==> src/rtl/led_matrix_pkg.sv <==
// rtl/led_matrix_pkg.sv - shared constants and scan-state type for the LED matrix scanner
package led_matrix_pkg;
  localparam int MAX_DIM      = 16;
  localparam int BRIGHT_W     = 4;
  localparam int SCAN_COL_W   = 5;
  localparam int SCAN_DWELL_W = 16;

  typedef struct packed {
    logic [SCAN_COL_W-1:0]   col;
    logic [SCAN_DWELL_W-1:0] dwell;
  } scan_state_t;
endpackage

==> src/rtl/led_col_decoder.sv <==
// rtl/led_col_decoder.sv - parametrised one-hot column decoder with enable
module led_col_decoder #(
  parameter int N     = 8,
  parameter int SEL_W = 3
) (
  input  logic [SEL_W-1:0] sel_i,
  input  logic             en_i,
  output logic [N-1:0]     onehot_o
);

  always_comb begin
    onehot_o = '0;
    for (int i = 0; i < N; i++) begin
      onehot_o[i] = en_i && (sel_i == SEL_W'(i));
    end
  end

endmodule

==> src/rtl/led_matrix_scanner.sv <==
// rtl/led_matrix_scanner.sv - column-scan LED matrix driver with tear-free shadow frame buffer
// Optional PWM dimming is compiled in with LED_MATRIX_DIMMING_EN.
module led_matrix_scanner
  import led_matrix_pkg::*;
#(
  parameter int ROWS  = 5,
  parameter int COLS  = 5,
  parameter int DWELL = 64,
  parameter int BLANK = 4
) (
  input  logic                      clk,
  input  logic                      rst,
  input  logic                      ena,
  input  logic [ROWS*COLS-1:0]      frame_in,
  input  logic                      frame_valid,
  output logic                      frame_ready,
  input  logic [BRIGHT_W-1:0]       brightness,
  output logic [ROWS-1:0]           rows,
  output logic [COLS-1:0]           cols,
  output logic [$clog2(COLS):0]     col_idx,
  output logic                      frame_start
);

  localparam int N   = ROWS * COLS;
  localparam int CIW = $clog2(COLS) + 1;
  localparam logic [SCAN_COL_W-1:0]   COL_LAST   = SCAN_COL_W'(COLS - 1);
  localparam logic [SCAN_DWELL_W-1:0] DWELL_LAST = SCAN_DWELL_W'(DWELL - 1);
  localparam logic [SCAN_DWELL_W-1:0] BLANK_V    = SCAN_DWELL_W'(BLANK);

  initial begin
    if (ROWS < 1 || ROWS > MAX_DIM) $error("ROWS out of range 1..16");
    if (COLS < 1 || COLS > MAX_DIM) $error("COLS out of range 1..16");
    if (BLANK >= DWELL) $error("BLANK must be less than DWELL");
`ifdef LED_MATRIX_DIMMING_EN
    if (DWELL % MAX_DIM != 0) $error("DWELL must be a multiple of 16 with dimming");
`endif
  end

  scan_state_t       scan_q, scan_d;
  logic [N-1:0]      act_q, act_d;
  logic [N-1:0]      shd_q, shd_d;
  logic              pend_q, pend_d;
  logic [ROWS-1:0]   rows_q, rows_d;
  logic [COLS-1:0]   cols_q, cols_d;
  logic [CIW-1:0]    col_idx_q, col_idx_d;
  logic              frame_start_q, frame_start_d;
  logic              frame_end, pwm_ok, lit;
  logic [ROWS-1:0]   row_sel;

`ifdef LED_MATRIX_DIMMING_EN
  assign pwm_ok = scan_q.dwell[3:0] < brightness;
`else
  logic unused_brightness;
  assign unused_brightness = ^brightness;
  assign pwm_ok = 1'b1;
`endif

  assign frame_end = (scan_q.col == COL_LAST) && (scan_q.dwell == DWELL_LAST);
  assign lit       = ena && (scan_q.dwell >= BLANK_V) && pwm_ok;

  always_comb begin
    scan_d = scan_q;
    act_d  = act_q;
    shd_d  = shd_q;
    pend_d = pend_q;

    if (!ena) begin
      scan_d = '0;
    end else if (scan_q.dwell == DWELL_LAST) begin
      scan_d.dwell = '0;
      scan_d.col   = (scan_q.col == COL_LAST) ? '0 : scan_q.col + 1'b1;
    end else begin
      scan_d.dwell = scan_q.dwell + 1'b1;
    end

    // Swap only at a frame boundary (or any time the display is idle) so the image never tears.
    if (pend_q && (frame_end || !ena)) begin
      act_d  = shd_q;
      pend_d = 1'b0;
    end else if (frame_valid && !pend_q) begin
      shd_d  = frame_in;
      pend_d = 1'b1;
    end
  end

  always_comb begin
    row_sel = '0;
    for (int r = 0; r < ROWS; r++) begin
      for (int cc = 0; cc < COLS; cc++) begin
        if (scan_q.col == SCAN_COL_W'(cc)) row_sel[r] = act_q[r*COLS + cc];
      end
    end
    rows_d        = lit ? row_sel : '0;
    col_idx_d     = scan_q.col[CIW-1:0];
    frame_start_d = ena && (scan_q.col == '0) && (scan_q.dwell == '0);
  end

  led_col_decoder #(
    .N     (COLS),
    .SEL_W (SCAN_COL_W)
  ) u_col_decoder (
    .sel_i    (scan_q.col),
    .en_i     (lit),
    .onehot_o (cols_d)
  );

  always_ff @(posedge clk or negedge rst) begin
    if (!rst) begin
      scan_q        <= '0;
      act_q         <= '0;
      shd_q         <= '0;
      pend_q        <= 1'b0;
      rows_q        <= '0;
      cols_q        <= '0;
      col_idx_q     <= '0;
      frame_start_q <= 1'b0;
    end else begin
      scan_q        <= scan_d;
      act_q         <= act_d;
      shd_q         <= shd_d;
      pend_q        <= pend_d;
      rows_q        <= rows_d;
      cols_q        <= cols_d;
      col_idx_q     <= col_idx_d;
      frame_start_q <= frame_start_d;
    end
  end

  assign frame_ready = !pend_q;
  assign rows        = rows_q;
  assign cols        = cols_q;
  assign col_idx     = col_idx_q;
  assign frame_start = frame_start_q;

endmodule
==> config.mk <==
export PLATFORM = sky130hd
export DESIGN_NAME = led_matrix_scanner
export DESIGN_NICKNAME = d
export VERILOG_FILES = /design/src/rtl/led_matrix_pkg.sv /design/src/rtl/led_col_decoder.sv /design/src/rtl/led_matrix_scanner.sv
export SDC_FILE = /design/constraint.sdc
export NUM_CORES = 1
export LEC_CHECK = 0
export ABC_CLOCK_PERIOD_IN_PS = 3000
export BUFFER_PORTS_ARGS = -buffer_cell sky130_fd_sc_hd__buf_2
export CORE_UTILIZATION = 57
export CTS_CLUSTER_DIAMETER = 120
export DETAILED_ROUTE_END_ITERATION = 16
export PLACE_DENSITY = 0.78
export SYNTH_ARGS = -nofsm -noshare
export SYNTH_HDL_FRONTEND = slang
export SYNTH_SLANG_ARGS = --single-unit
==> constraint.sdc <==
create_clock -name clk -period 3 [get_ports clk]
set_clock_uncertainty 0.2 [all_clocks]
set_input_delay 0.3 -clock clk [delete_from_list [all_inputs] [get_ports clk]]
set_output_delay 0.3 -clock clk [all_outputs]
set_load 0.02 [all_outputs]
======== Word-level counts from Yosys, hierarchy flattened ========
Cells that the tools add are included.
storage, ports and cells
  RAM bits ................................ 0
  bits in latches ......................... 0
  ROM bits ................................ 0
  output and inout bits ................... 16
  register bits after elaboration ......... 87
  memories kept ........................... 0
operators by class
  multiplexer cells ....................... 32
  div/mod/pow operators ................... 0
  shift-type cells ........................ 0
  equality and inequality tests ........... 6
  reductions and logical operators ........ 18
  add/subtract/negate cells ............... 2
  multiply operators ...................... 0
  order comparisons ....................... 1
  bitwise operators ....................... 1
operator list
  operator                                                                               count
  1-bit two-way mux                                                                      27
  21-bit two-way mux                                                                     1
  16-bit by 1-bit adder with 16-bit output (second input constant)                       1
  16-bit by 6-bit equality test with 1-bit output (second input constant)                1
  16-bit by 3-bit greater-or-equal comparator with 1-bit output (second input constant)  1
  16-bit logical NOT                                                                     1
  16-bit two-way mux                                                                     1
  5-bit two-way mux                                                                      3
  1-bit logical AND                                                                      11
  5-bit by 2-bit equality test with 1-bit output (second input constant)                 2
  5-bit by 1-bit adder with 5-bit output (second input constant)                         1
  5-bit by 1-bit equality test with 1-bit output (second input constant)                 1
  5-bit by 3-bit equality test with 1-bit output (second input constant)                 1
  5-bit logical NOT                                                                      1
  1-bit logical NOT                                                                      2
  2-bit by 1-bit inequality test with 1-bit output (second input constant)               1
  2-bit AND reduction                                                                    1
  2-bit nonzero test                                                                     1
  1-bit logical OR                                                                       1
  1-bit inverter                                                                         1

======== Logic depth before layout (Yosys ltp) ========
Gate-level depths: netlist of the first run.
  depth in word-level cells ............... 7
  gate-level depth with buffers ........... 8
  gate-level depth less buffers ........... 6

======== Hierarchy ========
A second synthesis of the first run with hierarchy kept.
unflattened totals
  cell total of the unflattened synthesis .. 308
  area, all modules ....................... 3905.0 sq um
modules (own cells, without submodules)
  module              sequential area each (sq um)  area each (sq um)  cells each  instances
  led_matrix_scanner  2177.1                        3837.4             300         1
  led_col_decoder     0.0                           67.6               8           1

======== Least setup slack after synthesis of the first run ========
OpenSTA, ideal clock, no wires.
  kind .................................... reg2reg
  from .................................... register scan_q[8] (netlist bit)
  to ...................................... register act_q[10]
  cell stages (with the launch flop) ...... 6
  clock period less this slack ............ 2.599 ns
  data arrival time ....................... 2.274 ns
  data required time ...................... 2.675 ns
  slack ................................... 0.401 ns
  cells stage by stage .................... dfrtp_1 > or4_4 > or4_4 > o22ai_4 > buf_12 > mux2_4
between the ends
  word-level cells in the longest chain between the ends .. 4
ends and longest elaborated chain
  item                                             RTL line                   text
  from (decl)                                      led_matrix_scanner.sv:39   scan_state_t scan_q, scan_d;
  from (signal assigned)                           led_matrix_scanner.sv:118  scan_q <= scan_d;
  16-bit by 6-bit equality test with 1-bit output  led_matrix_scanner.sv:58   assign frame_end = (scan_q.col == COL_LAST) && (scan_q.dwell == DWELL_LAST);
  1-bit logical AND                                led_matrix_scanner.sv:58
  1-bit logical OR                                 led_matrix_scanner.sv:77   if (pend_q && (frame_end || !ena)) begin
  1-bit logical AND                                led_matrix_scanner.sv:77
  to (signal assigned)                             led_matrix_scanner.sv:119  act_q <= act_d;
  to (decl)                                        led_matrix_scanner.sv:40   logic [N-1:0] act_q, act_d;
No other way between the ends.
A chain may end at the register's enable or synchronous reset.

======== Worst setup path in the final report of the first run ========
  from .................................... register scan_q[8] (netlist bit)
  to ...................................... register act_q[24]
Same word-level chain as after synthesis.

==> impl_metrics.csv, run 1 <==
group,metric,value,unit
floorplan,rows,29,
cts,cts_tree,"yes",
timing,setup_slack,200,ps
route,vias,2602,
placement,place.gp.congestion,0.785,
route,drc_errors,8,
pwr,p_seq_share,54.8,%
timing,clock.fmax,357,MHz
pwr,p_comb_share,18.2,%
cts,cts_buffer_depth,2,
synthesis,yosysWarnings,0,
global_route,gr-total-overflow,0,
placement,dp_hpwl,4800,um
cts,clk_latency,360,ps
placement,dp_slack,226,ps
timing,fin_crit,2800,ps
cts,cts_resized,0,
synthesis,synth_top_flop_cell,"dfrtp_1",
synthesis,synth_top_area_share,56.2,%
floorplan,start_util,60.0,%
floorplan,core_area,0.00646,mm^2
synthesis,syn_avg_cell_area,12.8,um^2
pwr,irDropWorstVdd,456,uV
critical_path,cp.arrival,2840,ps
timing,report.final.hold_viol_count,0,
run,cap_violations,0,
cts,root_buffer,"clkbuf_8",
critical_path,critPathKind,"reg2reg",
critical_path,critical_path.slowest_cell,"or4_4",
timing,setup_tns,0,ps
pwr,leakagePower,2.14,nW
critical_path,path_cells,"or4_4 -> or4_4 -> o22ai_4 -> buf_4 -> mux2_2",
global_route,grtUsageTotal,23.9,%
status,violations,"design-rule violations",
cts,clk_pin_slew,90,ps
route,viasPerCell,5.72,
floorplan,ios,49,
synthesis,syn_nets,341,
timing,rsz0062_at_grt,"false",
critical_path,path_max_fanout,12,
synthesis,synth-edff-count,0,
pwr,p_int,2.08,mW
pwr,netSwitchingFraction,26.7,%
timing,fin_crit_sh,93.3,%
timing,setup_viol,0,
critical_path,critPathMaxStageDelay,650,ps
synthesis,synthTopCellsByArea,"dfrtp_1, mux2_2, mux2_4",
floorplan,fp.dieH,84.4,um
synthesis,synthCells,302,
finish,fin_nets,412,
global_route,antenna_found_initial,0,
finish,antenna_cells,0,
synthesis,synth-seq-area-share,56.2,%
critical_path,endpoint_kind,"flop",
finish,fin_cells,455,
timing,slew_violations,0,
cts,cts_max_level,3,
global_route,grt_max_degree,88,
cts,clock_sinks,87,
finish,nFillCells,458,
route,post_drt_wl_per_cell,16.4,um
timing,slew_headroom,30.7,%
synthesis,synth_cell_types,40,
placement,portBuffers,44,
finish,synthToLayoutAreaGrowth,18.7,%
pwr,clockPowerShare,27.1,%
placement,dp_cells,413,
floorplan,die-area,0.00713,mm^2
route,wl,7470,um
worst_hold_path,hp-class,"in2reg",
route,first_pass_iters,11,
synthesis,yosys.area.top_type,"dfrtp_1",
global_route,grt_pass1_vias,2686,
status,status,"complete, but fails checks",
route,ant_nets,0,
synthesis,synth-seq-cells,87,
floorplan,die_x,84.4,um
critical_path,crit_required,3040,ps
route,drt_iter0_drc,135,
critical_path,cp-start-kind,"flop",
pwr,p_switching,0.758,mW
pwr,power_density,617,mW/mm^2
synthesis,synthArstFlopShare,100,%
synthesis,synth_area,0.00387,mm^2
finish,drive_gt1_share,32.3,%
timing,worst_pin_slew,1040,ps
critical_path,critPathMostFrequentCell,"or4_4",
global_route,grt_pass1_wl,12900,um
cts,cts-buffers-inserted,9,
timing repair:
item / in CTS / in global routing
endpoints found under the hold margin: 112 / 0
setup buffers: 0 / 0
hold buffers: 26 / 0
placed cells by master (no fill, tap or decap), drive strengths merged, types with 7 or more instances in the layout:
cell type / count
dfrtp: 87
mux2: 50
buf: 49
dlygate4sd3: 26
nor2: 18
nand3: 12
nand2: 12
clkbuf: 10
o21ai: 9
nor3: 8
a21oi: 8
xor2: 8
and2: 8
inv: 8
or4: 7
cell families after synthesis:
family          Yosys count  synth area share [%]
flops                    87                  56.2
buf+inv                  21                  3.10
mux                      52                  17.0
simple gates             84                  11.8
xor+xnor                 11                  2.49
fa+ha+maj                 6                  1.94
compound gates           41                  7.50
Yosys cell counts, types with 8 or more instances:
master,n
nor2_1,18
clkbuf_1,11
nor3_1,8
and2_1,8
a21oi_1,8
nand2_1,12
xor2_1,8
mux2_4,20
mux2_2,30
nand3_1,12
dfrtp_1,87
o21ai_0,9
worst max-delay path: cells and delay by family (launching register included):
family,cells,cell delay (ps)
buffers and inverters,1,250
multiplexers,1,360
flip-flops,1,440
AND/OR/NAND/NOR,2,1220
AO/OA/AOI/OAI,1,200
final timing paths:
check | startpoint | endpoint | slack [ps] | cells after the start
worst max-delay path | scan_q[8]$_DFF_PN0_ | act_q[24]$_DFFE_PN0P_ | 200 | 5
worst min-delay path | ena | col_idx_d[2]$_DFFE_PN0P_ | 120 | 2
worst max register to register | scan_q[8]$_DFF_PN0_ | act_q[24]$_DFFE_PN0P_ | 200 | 5
worst min register to register | scan_q[0]$_DFF_PN0_ | scan_q[0]$_DFF_PN0_ | 300 | 1
max in group asynchronous | rst | scan_q[3]$_DFF_PN0_ | 1470 | 2
min in group asynchronous | rst | shd_q[0]$_DFFE_PN0P_ | 470 | 2
stage by stage:
stage               util [%]  hold slack [ps]  total power, mW  cell area, um^2
finish                  71.2              117             2.84             4600
global route            71.2              119             2.98             4600
CTS                     71.2              104             2.86             4600
detailed placement      64.2              294             2.07             4150
global placement        64.2              284             2.03             4150
floorplan                  -             -196             1.92             3870
area by class of cell:
cell class	count	area [um^2]	share of cell area (%)
tap	77	96.3	2.10
multi-input combinational	194	1580	34.3
clock buffer	10	138	2.99
clock inverter	6	53.8	1.17
inverter	6	22.5	0.490
sequential	87	2180	47.3
timing repair buffer	75	533	11.6
sequential cells by signal, summed over array words and instances (netlist names):
signal       cells
scan_q          17
rows             5
frame_start      1
shd_q           25
cols             5
col_idx          4
col_idx_d        4
act_q           25
pend_q           1
layer usage:
layer / GRT usage [%] / part of all wire, % / routed length, um
met5: 0 / 0 / 0
met4: 12.8 / 2.1 / 157
met2: 39.3 / 50 / 3740
met1: 30.8 / 44 / 3310
met3: 3.74 / 3.4 / 257
power groups by stage:
stage                     combinational, mW  clock (mW)  sequential, mW
after global placement                0.470           0            1.56
after detailed placement              0.493           0            1.57
after floorplan                       0.398           0            1.52
after CTS                             0.519       0.787            1.55
after global routing                  0.564       0.834            1.58
final                                 0.516       0.768            1.55
Note: power is estimated with default switching activity, not from simulation.
==> run 2: changes to the inputs <==
--- a/config.mk
+++ b/config.mk
@@ -5,12 +5,14 @@
 export SDC_FILE = /design/constraint.sdc
 export NUM_CORES = 1
 export LEC_CHECK = 0
+export ABC_AREA = 1
 export ABC_CLOCK_PERIOD_IN_PS = 3000
 export BUFFER_PORTS_ARGS = -buffer_cell sky130_fd_sc_hd__buf_2
-export CORE_UTILIZATION = 57
+export CORE_UTILIZATION = 58
 export CTS_CLUSTER_DIAMETER = 120
 export DETAILED_ROUTE_END_ITERATION = 16
-export PLACE_DENSITY = 0.78
+export HOLD_SLACK_MARGIN = 0.1
+export PLACE_DENSITY = 0.79
 export SYNTH_ARGS = -nofsm -noshare
 export SYNTH_HDL_FRONTEND = slang
 export SYNTH_SLANG_ARGS = --single-unit
==> run 2 against run 1 <==
Against the previous run:
- the flow now finishes without violations
- synthesized cell count increased by 41%
- cell count increased by 26%
- die area increased by 2.8%
- first-iteration DRC count increased by 24%
- power increased by 1.4%
- setup slack improved by 430 ps
- final area increased by 2.4%
- clock power increased by 7.4%
- global-route usage increased by 0.68 points
- register-to-register slack improved by 430 ps
- non-clock buffer count decreased by 2
==> impl_metrics.csv, run 2 <==
group,metric,value,unit
placement,portBuffers,44,
cts,postCtsHoldBufs,26,
cts,cts-buffers-inserted,9,
synthesis,yosysMostFrequentCell,"nand2_1",
global_route,grt_pass1_vias,3156,
floorplan,rows,30,
timing,slew_violations,0,
route,wl,8140,um
critical_path,cp.arrival,2400,ps
synthesis,yosysWarnings,0,
synthesis,yosys.area.top_type,"dfrtp_1",
timing,worst_pin_slew,1060,ps
route,drt_iter0_drc,167,
critical_path,ff2ff_setup_slack,630,ps
critical_path,critPathKind,"reg2reg",
pwr,irDropWorstVdd,359,uV
route,vias,3152,
global_route,grt_pass1_wl,14000,um
synthesis,synthTopCellsByArea,"dfrtp_1, nand2_1, nand4_1",
route,post_drt_wl_per_cell,14.2,um
pwr,p_seq_share,52.8,%
cts,clk_pin_slew,90,ps
synthesis,synth_top_flop_cell,"dfrtp_1",
timing,fin_crit_sh,79.1,%
run,cap_violations,0,
synthesis,synth_fa_ha_area_share,1.85,%
synthesis,synth_commonest_cells,"nand2_1, dfrtp_1, inv_1",
finish,fin_nets,528,
cts,clk_latency,360,ps
route,viasPerCell,5.49,
pwr,clockPowerShare,28.7,%
floorplan,ios,49,
finish,drive_gt1_share,18.2,%
status,status,"complete, no violations",
critical_path,endpoint_kind,"flop",
global_route,grtUsageTotal,24.6,%
timing,setup_viol,0,
synthesis,synth_top_area_share,53.7,%
finish,final_cell_mix,"nand2_1, dfrtp_1, buf_2",
timing,slew_headroom,29.2,%
placement,place.gp.congestion,0.885,
cts,root_buffer,"clkbuf_8",
route,drc_errors,0,
finish,antenna_cells,0,
worst_hold_path,hp-class,"in2reg",
synthesis,synthArstFlopShare,100,%
synthesis,synthMuxAreaShare,6.94,%
synthesis,synth-simple-area-share,23.6,%
critical_path,critical_path.slowest_cell,"dfrtp_1",
cts,cts_tree,"yes",
critical_path,path_cells,"inv_1 -> ha_1 -> nand4_2 -> nand2_2 -> buf_4 -> a21oi_1 -> nand3_1 -> o21ai_0",
global_route,grt_max_degree,88,
cts,cts_setup_buffers,0,
cts,cts_max_level,3,
floorplan,die-area,0.00733,mm^2
critical_path,cp-start-kind,"flop",
pwr,leakagePower,2.32,nW
placement,dp_hpwl,5190,um
pwr,power_density,611,mW/mm^2
synthesis,syn_avg_cell_area,9.54,um^2
timing,clock.fmax,422,MHz
pwr,netSwitchingFraction,30.3,%
floorplan,die_x,85.6,um
synthesis,synth-seq-area-share,53.7,%
critical_path,path_max_fanout,22,
cts,cts_resized,0,
synthesis,synth_area,0.00405,mm^2
synthesis,syn_nets,464,
timing,rsz0062_at_grt,"false",
cts,cts_buffer_depth,2,
finish,final_common_cell,"nand2_1",
global_route,antenna_found_initial,0,
critical_path,crit_required,3020,ps
timing,setup_tns,0,ps
timing,report.final.hold_viol_count,0,
floorplan,start_util,60.0,%
cts,clock_sinks,87,
pwr,p_switching,0.873,mW
finish,nFillCells,512,
synthesis,synth-edff-count,0,
finish,regArea,0.00218,mm^2
synthesis,synth_top_family_by_area,"simple AND/OR/NAND/NOR gates",
route,ant_nets,0,
critical_path,critPathMaxStageDelay,480,ps
synthesis,synthCells,425,
finish,reg.largest.list,"act_q: 25 flops, shd_q: 25 flops, scan_q: 17 flops",
floorplan,fp.dieH,85.6,um
floorplan,core_area,0.00676,mm^2
timing,fin_crit,2370,ps
pwr,p_int,2.00,mW
pwr,p_comb_share,18.5,%
synthesis,synth_cell_types,33,
finish,synthToLayoutAreaGrowth,16.2,%
synthesis,synth_xor_area_share,2.16,%
synthesis,synth-seq-cells,87,
route,first_pass_iters,4,
synthesis,synth-compound-area-share,4.20,%
timing,holdWs,130,ps
finish,multiInputGateArea,0.00157,mm^2
global_route,gr-total-overflow,0,
==> run 2: cell families after synthesis <==
logic type	count (synthesis)
compound gates	31
xor+xnor	10
fa+ha+maj	6
buf+inv	61
flops	87
mux	25
simple gates	205
==> run 2: routing by layer <==
layer / GRT usage (%) / vias up / routed length, um
met5: 0 / - / 0
met4: 9.85 / 0 / 148
met3: 4.91 / 15 / 391
met2: 41.4 / 88 / 4130
met1: 31.4 / 1522 / 3480
li1: - / 1527 / -
==> run 2: power by group through the flow <==
stage | combinational [mW] | sequential, mW | clock (mW)
floorplan | 0.377 | 1.52 | 0
global placement | 0.473 | 1.53 | 0
detailed placement | 0.506 | 1.54 | 0
CTS | 0.534 | 1.52 | 0.851
global route | 0.607 | 1.55 | 0.896
finish | 0.532 | 1.52 | 0.825
==> run 2: final timing paths <==
path / from / to / cells after the start
setup reg to reg: col_idx_d[0]$_DFFE_PN0P_ / col_idx_d[3]$_DFFE_PN0P_ / 8
hold / removal: ena / scan_q[1]$_DFF_PN0_ / 3
min in group asynchronous: rst / scan_q[12]$_DFF_PN0_ / 2
setup / recovery: col_idx_d[0]$_DFFE_PN0P_ / col_idx_d[3]$_DFFE_PN0P_ / 8
hold reg to reg: act_q[11]$_DFFE_PN0P_ / act_q[11]$_DFFE_PN0P_ / 2
max in group asynchronous: rst / cols[3]$_DFF_PN0_ / 2
==> run 2: area by class of cell <==
type / count / share of cell area (%)
Sequential cell: 87 / 46.2
Clock inverter: 7 / 1.70
Clock buffer: 9 / 2.63
Multi-Input combinational cell: 277 / 33.3
Tap cell: 80 / 2.12
Inverter: 41 / 3.27
Timing Repair Buffer: 73 / 10.7
==> run 2: worst max-delay path, delay by kind of cell, from the launching register on <==
family	cells	cell delay (ps)
adders and majority gates	1	210
AOI/OAI and AO/OA	2	160
and+or+nand+nor	3	730
buffers and inverters	2	440
DFF	1	480
==> run 2: through the flow <==
step	worst slack, ps	instance area, um^2	std cells	utilization, %	power, mW
2_1_floorplan	1320	4050	425	-	1.89
3_3_place_gp	801	4250	532	62.9	2.01
3_5_place_dp	662	4250	532	62.9	2.04
4_1_cts	652	4710	574	69.7	2.90
5_1_grt	413	4710	574	69.7	3.05
6_report	628	4710	574	69.7	2.88
